$ cat src/rtl/ins_prefetch_unit.sv
// Decoupled instruction prefetcher: fetches into a small FIFO, feeds the
// control unit and peels off start/stop/end words for the communication unit.
module ins_prefetch_unit #(
    parameter int         ADDR_W      = 32,
    parameter int         INS_W       = 32,
    parameter int         DEPTH       = 4,
    parameter int         PC_STEP     = 1,
    parameter logic [5:0] COMM_OPCODE = 6'b111111
) (
    input  logic              clock,
    input  logic              reset_n,
    input  logic              redirect_valid_in,
    input  logic [ADDR_W-1:0] redirect_pc_in,
    input  logic              wait_for_next_in,
    input  logic              freeze_in,
    output logic              mem_req_out,
    output logic [ADDR_W-1:0] mem_addr_out,
    input  logic              mem_ack_in,
    input  logic              mem_rdata_valid_in,
    input  logic [INS_W-1:0]  mem_rdata_in,
    output logic              cu_enable_out,
    output logic [INS_W-1:0]  ins_out,
    output logic [ADDR_W-1:0] npc_out,
    output logic              communication_enable_out,
    output logic [18:0]       communication_signal_out,
    output logic              halted_out
);

    localparam int PW = $clog2(DEPTH);
    localparam int CW = PW + 1;

    typedef enum logic [2:0] {
        S_IDLE,
        S_RUN,
        S_COMM,
        S_WAIT,
        S_HALT
    } state_t;

    state_t            r_state;
    state_t            w_next;
    logic [INS_W-1:0]  r_ins [DEPTH];
    logic [ADDR_W-1:0] r_pc  [DEPTH];
    logic [PW-1:0]     r_wptr;
    logic [PW-1:0]     r_rptr;
    logic [CW-1:0]     r_count;
    logic [ADDR_W-1:0] r_fetch_pc;
    logic [ADDR_W-1:0] r_req_pc;
    logic              r_outstanding;
    logic              r_discard;

    logic              w_empty;
    logic              w_head_comm;
    logic              w_fetching;
    logic              w_ack;
    logic              w_push;
    logic              w_pop;
    logic              w_cu_en;
    logic              w_comm_en;
    logic [INS_W-1:0]  w_head_ins;
    logic [ADDR_W-1:0] w_head_pc;

    assign w_head_ins  = r_ins[r_rptr];
    assign w_head_pc   = r_pc[r_rptr];
    assign w_head_comm = (w_head_ins[INS_W-1 -: 6] == COMM_OPCODE);
    assign w_empty     = (r_count == '0);
    assign w_fetching  = (r_state == S_RUN) || (r_state == S_COMM) ||
                         (r_state == S_WAIT);

    // One request in flight at most, so count < DEPTH covers count+outstanding.
    assign mem_req_out  = w_fetching && !r_outstanding && !r_discard &&
                          !redirect_valid_in && (r_count < CW'(DEPTH));
    assign mem_addr_out = r_fetch_pc;
    assign w_ack        = mem_req_out && mem_ack_in;
    assign w_push       = mem_rdata_valid_in && r_outstanding && !r_discard &&
                          !redirect_valid_in;

    assign w_cu_en   = (r_state == S_RUN) && !w_empty && !w_head_comm &&
                       !wait_for_next_in && !redirect_valid_in;
    assign w_comm_en = (r_state == S_COMM) && !redirect_valid_in;
    assign w_pop     = (w_cu_en && !freeze_in) || w_comm_en;

    assign cu_enable_out            = w_cu_en;
    assign ins_out                  = w_cu_en ? w_head_ins : '0;
    assign npc_out                  = w_cu_en ? w_head_pc + ADDR_W'(PC_STEP) : '0;
    assign communication_enable_out = w_comm_en;
    assign communication_signal_out = w_comm_en ? w_head_ins[25:7] : '0;
    assign halted_out               = (r_state == S_HALT);

    always_comb begin
        w_next = r_state;
        unique case (r_state)
            S_RUN: begin
                if (!w_empty && w_head_comm && !wait_for_next_in) begin
                    w_next = S_COMM;
                end
            end
            S_COMM: begin
                w_next = (w_head_ins[25:24] == 2'b00) ? S_HALT : S_WAIT;
            end
            S_WAIT: begin
                if (!wait_for_next_in) begin
                    w_next = S_RUN;
                end
            end
            default: begin
                w_next = r_state;
            end
        endcase
        if (redirect_valid_in) begin
            w_next = S_RUN;
        end
    end

    always_ff @(posedge clock or negedge reset_n) begin
        if (!reset_n) begin
            r_state <= S_IDLE;
        end else begin
            r_state <= w_next;
        end
    end

    always_ff @(posedge clock or negedge reset_n) begin
        if (!reset_n) begin
            r_wptr  <= '0;
            r_rptr  <= '0;
            r_count <= '0;
        end else if (redirect_valid_in) begin
            r_wptr  <= '0;
            r_rptr  <= '0;
            r_count <= '0;
        end else begin
            if (w_push) begin
                r_wptr <= r_wptr + PW'(1);
            end
            if (w_pop) begin
                r_rptr <= r_rptr + PW'(1);
            end
            if (w_push && !w_pop) begin
                r_count <= r_count + CW'(1);
            end else if (!w_push && w_pop) begin
                r_count <= r_count - CW'(1);
            end
        end
    end

    // Storage needs no reset: nothing reads an entry before it is written.
    always_ff @(posedge clock) begin
        if (w_push) begin
            r_ins[r_wptr] <= mem_rdata_in;
            r_pc[r_wptr]  <= r_req_pc;
        end
    end

    always_ff @(posedge clock or negedge reset_n) begin
        if (!reset_n) begin
            r_fetch_pc    <= '0;
            r_req_pc      <= '0;
            r_outstanding <= 1'b0;
            r_discard     <= 1'b0;
        end else if (redirect_valid_in) begin
            r_fetch_pc    <= redirect_pc_in;
            r_outstanding <= r_outstanding && !mem_rdata_valid_in;
            r_discard     <= r_outstanding && !mem_rdata_valid_in;
        end else if (w_ack) begin
            r_fetch_pc    <= r_fetch_pc + ADDR_W'(PC_STEP);
            r_req_pc      <= r_fetch_pc;
            r_outstanding <= 1'b1;
        end else if (mem_rdata_valid_in && r_outstanding) begin
            r_outstanding <= 1'b0;
            r_discard     <= 1'b0;
        end
    end

endmodule

$ cat config.mk
export PLATFORM = sky130hd
export DESIGN_NAME = ins_prefetch_unit
export DESIGN_NICKNAME = d
export VERILOG_FILES = /design/src/rtl/ins_prefetch_unit.sv
export SDC_FILE = /design/constraint.sdc
export NUM_CORES = 1
export LEC_CHECK = 0
export CAP_MARGIN = 20
export CORE_UTILIZATION = 55
export CTS_CLUSTER_SIZE = 14
export DETAILED_ROUTE_END_ITERATION = 8
export PLACE_DENSITY = 0.87
export SLEW_MARGIN = 0
export SYNTH_ARGS = -nofsm -noshare
export SYNTH_HDL_FRONTEND = slang
export SYNTH_SLANG_ARGS = --single-unit
$ cat constraint.sdc
create_clock -name clock -period 8.6 [get_ports clock]
set_clock_uncertainty 0.15 [all_clocks]
set_input_delay 1.72 -clock clock [delete_from_list [all_inputs] [get_ports clock]]
set_output_delay 1.72 -clock clock [all_outputs]
set_load 0.05 [all_outputs]
==> reports/summary.txt <==
Skew-Pair Late Insertion Delay - 0.56 ns
Non-Filler Instances - 1516
Wire length on met2 - 17320 um
Fmax - 0.1409 GHz
Nets - 1238
DRT met1 WL - 13540 um
Post-CTS sizing - 0
Async S/R FF share, synth - 0.2289
CTS tree - built
DR top layer - met4
Die W - 163.2 um
Routed Antenna Nets - 0
Global route overflow - 0
Most frequent cells in the layout - edfxtp_1 (256), clkdlybuf4s50_1 (187), nand2_1 (137), dfrtp_1 (74), and2_1 (62)
Crit path time final - 7.097 ns
Htree depth - 1
Number of synthesized flops with an enable pin - 256
IO buf count - 189
Sequential element share of the synthesized area - 0.6710
RSZ-0062 raised after global routing - false
First-pass GRT wire length - 53230 um
Core area - 25330 sq um
Max-cap violations - 0
PD cells - 236.5 nW/um^2
Max_slew headroom - 0.2973
Routed vias - 9381
Post-synthesis cell type count - 56
Leak - 6.003 nW
Routability cong. - 0.7884
Dpl hpwl - 21220 um
Worst Path Arrival - 5.23 ns
Commonest non-fill, non-tap cell in the layout - edfxtp_1
Worst hold path class - flip-flop to flip-flop
Mean routed wirelength per cell - 23.01 um
Clock Tree Root - clkbuf_16
Measured slew at the worst slew-check pin - 1.054 ns
Site row count - 58
Setup CP Type - flip-flop to primary output
Final Hold Viols - 0
Vias per cell - 6.188
Setup TNS - 0 ns
Synthesized area per cell - 14.63 sq um
Die Area - 26630 sq um
Final hold slack - 0.3722 ns
Worst setup SP type - flip-flop
Final Max Tran Viols - 0
Post-Syn Nets - 1055
Synthesized area - 14290 sq um
Status - finished clean
Vias in the first global route - 9297
Final-report setup violation count - 0
Drt pass-1 iters - 5
Clock slew at reported path FFs - 0.07 ns
Pin count of the biggest net entering global routing - 77
Clock Tree Buf Depth - 3
Hold_buf cts - 0
Post-CTS setup buffer count - 0
Area grow syn2layout - 22.44%
VDD IR-drop max - 141.8 uV
Overall power - 4.139 mW
Crit path capture type - primary output
Residual DRC count - 0
Met3 wire length - 3097 um
Placed Cells - 1455
Post-route clock period utilization - 0.8252
Fill cells - 1549
Io pins - 190
Post-Synthesis Cells - 977
Top FF cell, synth - edfxtp_1
Yosys reg bits - 332
Number of DRC markers in iteration 0 - 1032
Drt total wl - 34880 um
Initial antenna violation count - 2
CTS Sinks - 332
Layout cells sized above 1 - 0.1123
Die span in y - 163.2 um
Req. time, crit path - 6.73 ns
CP max FO - 41
Number of CTS-inserted buffers - 31
Global Route Usage Sum - 0.2649
Initial Util - 0.5642
Yosys warning count - 0
[metal layers]
layer	vias to the layer above	track usage
met5	-	0
met4	0	0.08241
met3	81	0.03961
met2	583	0.4388
met1	4592	0.3638
li1	4125	-
[synth_stat cells (2+ instances only)]
cell type	n	area (sq um)
edfxtp_1	256	7687
nand2_1	137	514.2
dfrtp_1	76	1902
and2_1	66	412.9
mux4_2	61	1374
o21ai_0	41	205.2
clkbuf_1	31	116.4
nand3_1	31	155.2
nor2_1	26	97.59
a21oi_1	24	120.1
inv_1	20	75.07
or4_1	17	127.6
nand4_1	16	100.1
nor3_1	16	80.08
buf_2	13	65.06
o31ai_1	13	97.59
xnor2_1	13	113.9
o311ai_0	11	96.34
or3_1	10	62.56
and3_1	8	50.05
a31oi_1	7	43.79
xor2_1	7	61.31
and4_1	6	52.55
ha_1	6	75.07
buf_1	5	18.77
nor4_1	5	31.28
o211ai_1	5	37.54
a41oi_1	4	35.03
a211oi_1	3	22.52
a21o_1	3	22.52
a31o_2	3	26.28
a32oi_1	3	26.28
buf_6	3	33.78
mux2i_1	3	30.03
mux4_1	3	78.83
nor4b_1	3	26.28
a211o_1	2	17.52
a22oi_1	2	15.01
[worst max-delay path, stage by stage, from the launching register on]
cell and delay [ns]:
dfrtp_4 0.97, buf_4 0.57, mux4_1 0.52, nand4_4 0.15, or4_1 0.79, or4_1 0.61, a21oi_1 0.18, clkdlybuf4s50_1 0.84
[power by group]
| group | leakage [nW] | switching (mW) | internal [mW] |
|---|---|---|---|
| combinational | 2.26 | 0.417 | 0.240 |
| clock | 0.481 | 0.567 | 0.784 |
| sequential | 3.26 | 0.186 | 1.94 |
[sequential cells by signal (all words and copies together) (netlist names), 2 cells and up]
name          flops
r_wptr            2
mem_addr_out     32
r_rptr            2
r_count           3
r_pc            128
r_ins           128
r_state           3
r_req_pc         32
[layout make-up]
| cell class | instances | area [sq um] | area share |
|---|---|---|---|
| tap | 330 | 412.9 | 0.02360 |
| sequential | 332 | 9594 | 0.5483 |
| clock inverter | 14 | 168.9 | 0.009654 |
| inverter | 21 | 78.83 | 0.004505 |
| antenna | 2 | 5.005 | 0.0002860 |
| clock buffer | 43 | 820.8 | 0.04691 |
| timing repair buffer | 203 | 2009 | 0.1148 |
| multi-input combinational | 571 | 4407 | 0.2519 |
[cell families after synthesis]
| logic type | synth area share |
|---|---|
| and+or+nand+nor | 0.1270 |
| DFF | 0.6710 |
| AOI/OAI and AO/OA | 0.05613 |
| buffers and inverters | 0.02241 |
| muxes | 0.1045 |
| xor gates and xnor gates | 0.01226 |
| adders and majority gates | 0.006654 |
[stage by stage]
| stage | utilization | area, sq um | worst slack, ns |
|---|---|---|---|
| 2_1_floorplan | - | 14290 | 3.145 |
| 3_3_place_gp | 0.6502 | 16470 | 1.628 |
| 3_5_place_dp | 0.6502 | 16470 | 1.436 |
| 4_1_cts | 0.6893 | 17460 | 1.370 |
| 5_1_grt | 0.6908 | 17500 | 1.192 |
| 6_report | 0.6908 | 17500 | 1.503 |
[final timing paths]
check                           cells after the start     startpoint           end  slack, ns
worst max-delay path                                7      r_rptr[0]   npc_out[27]       1.50
min in group asynchronous                           1        reset_n  r_req_pc[27]       1.16
max in group asynchronous                           1        reset_n     r_rptr[0]       6.40
worst max register to register                      9      r_rptr[0]    r_count[2]       4.33
worst min register to register                      1  r_outstanding     r_discard       0.37
worst min-delay path                                1  r_outstanding     r_discard       0.37
Power figures use the tool's default switching activity.
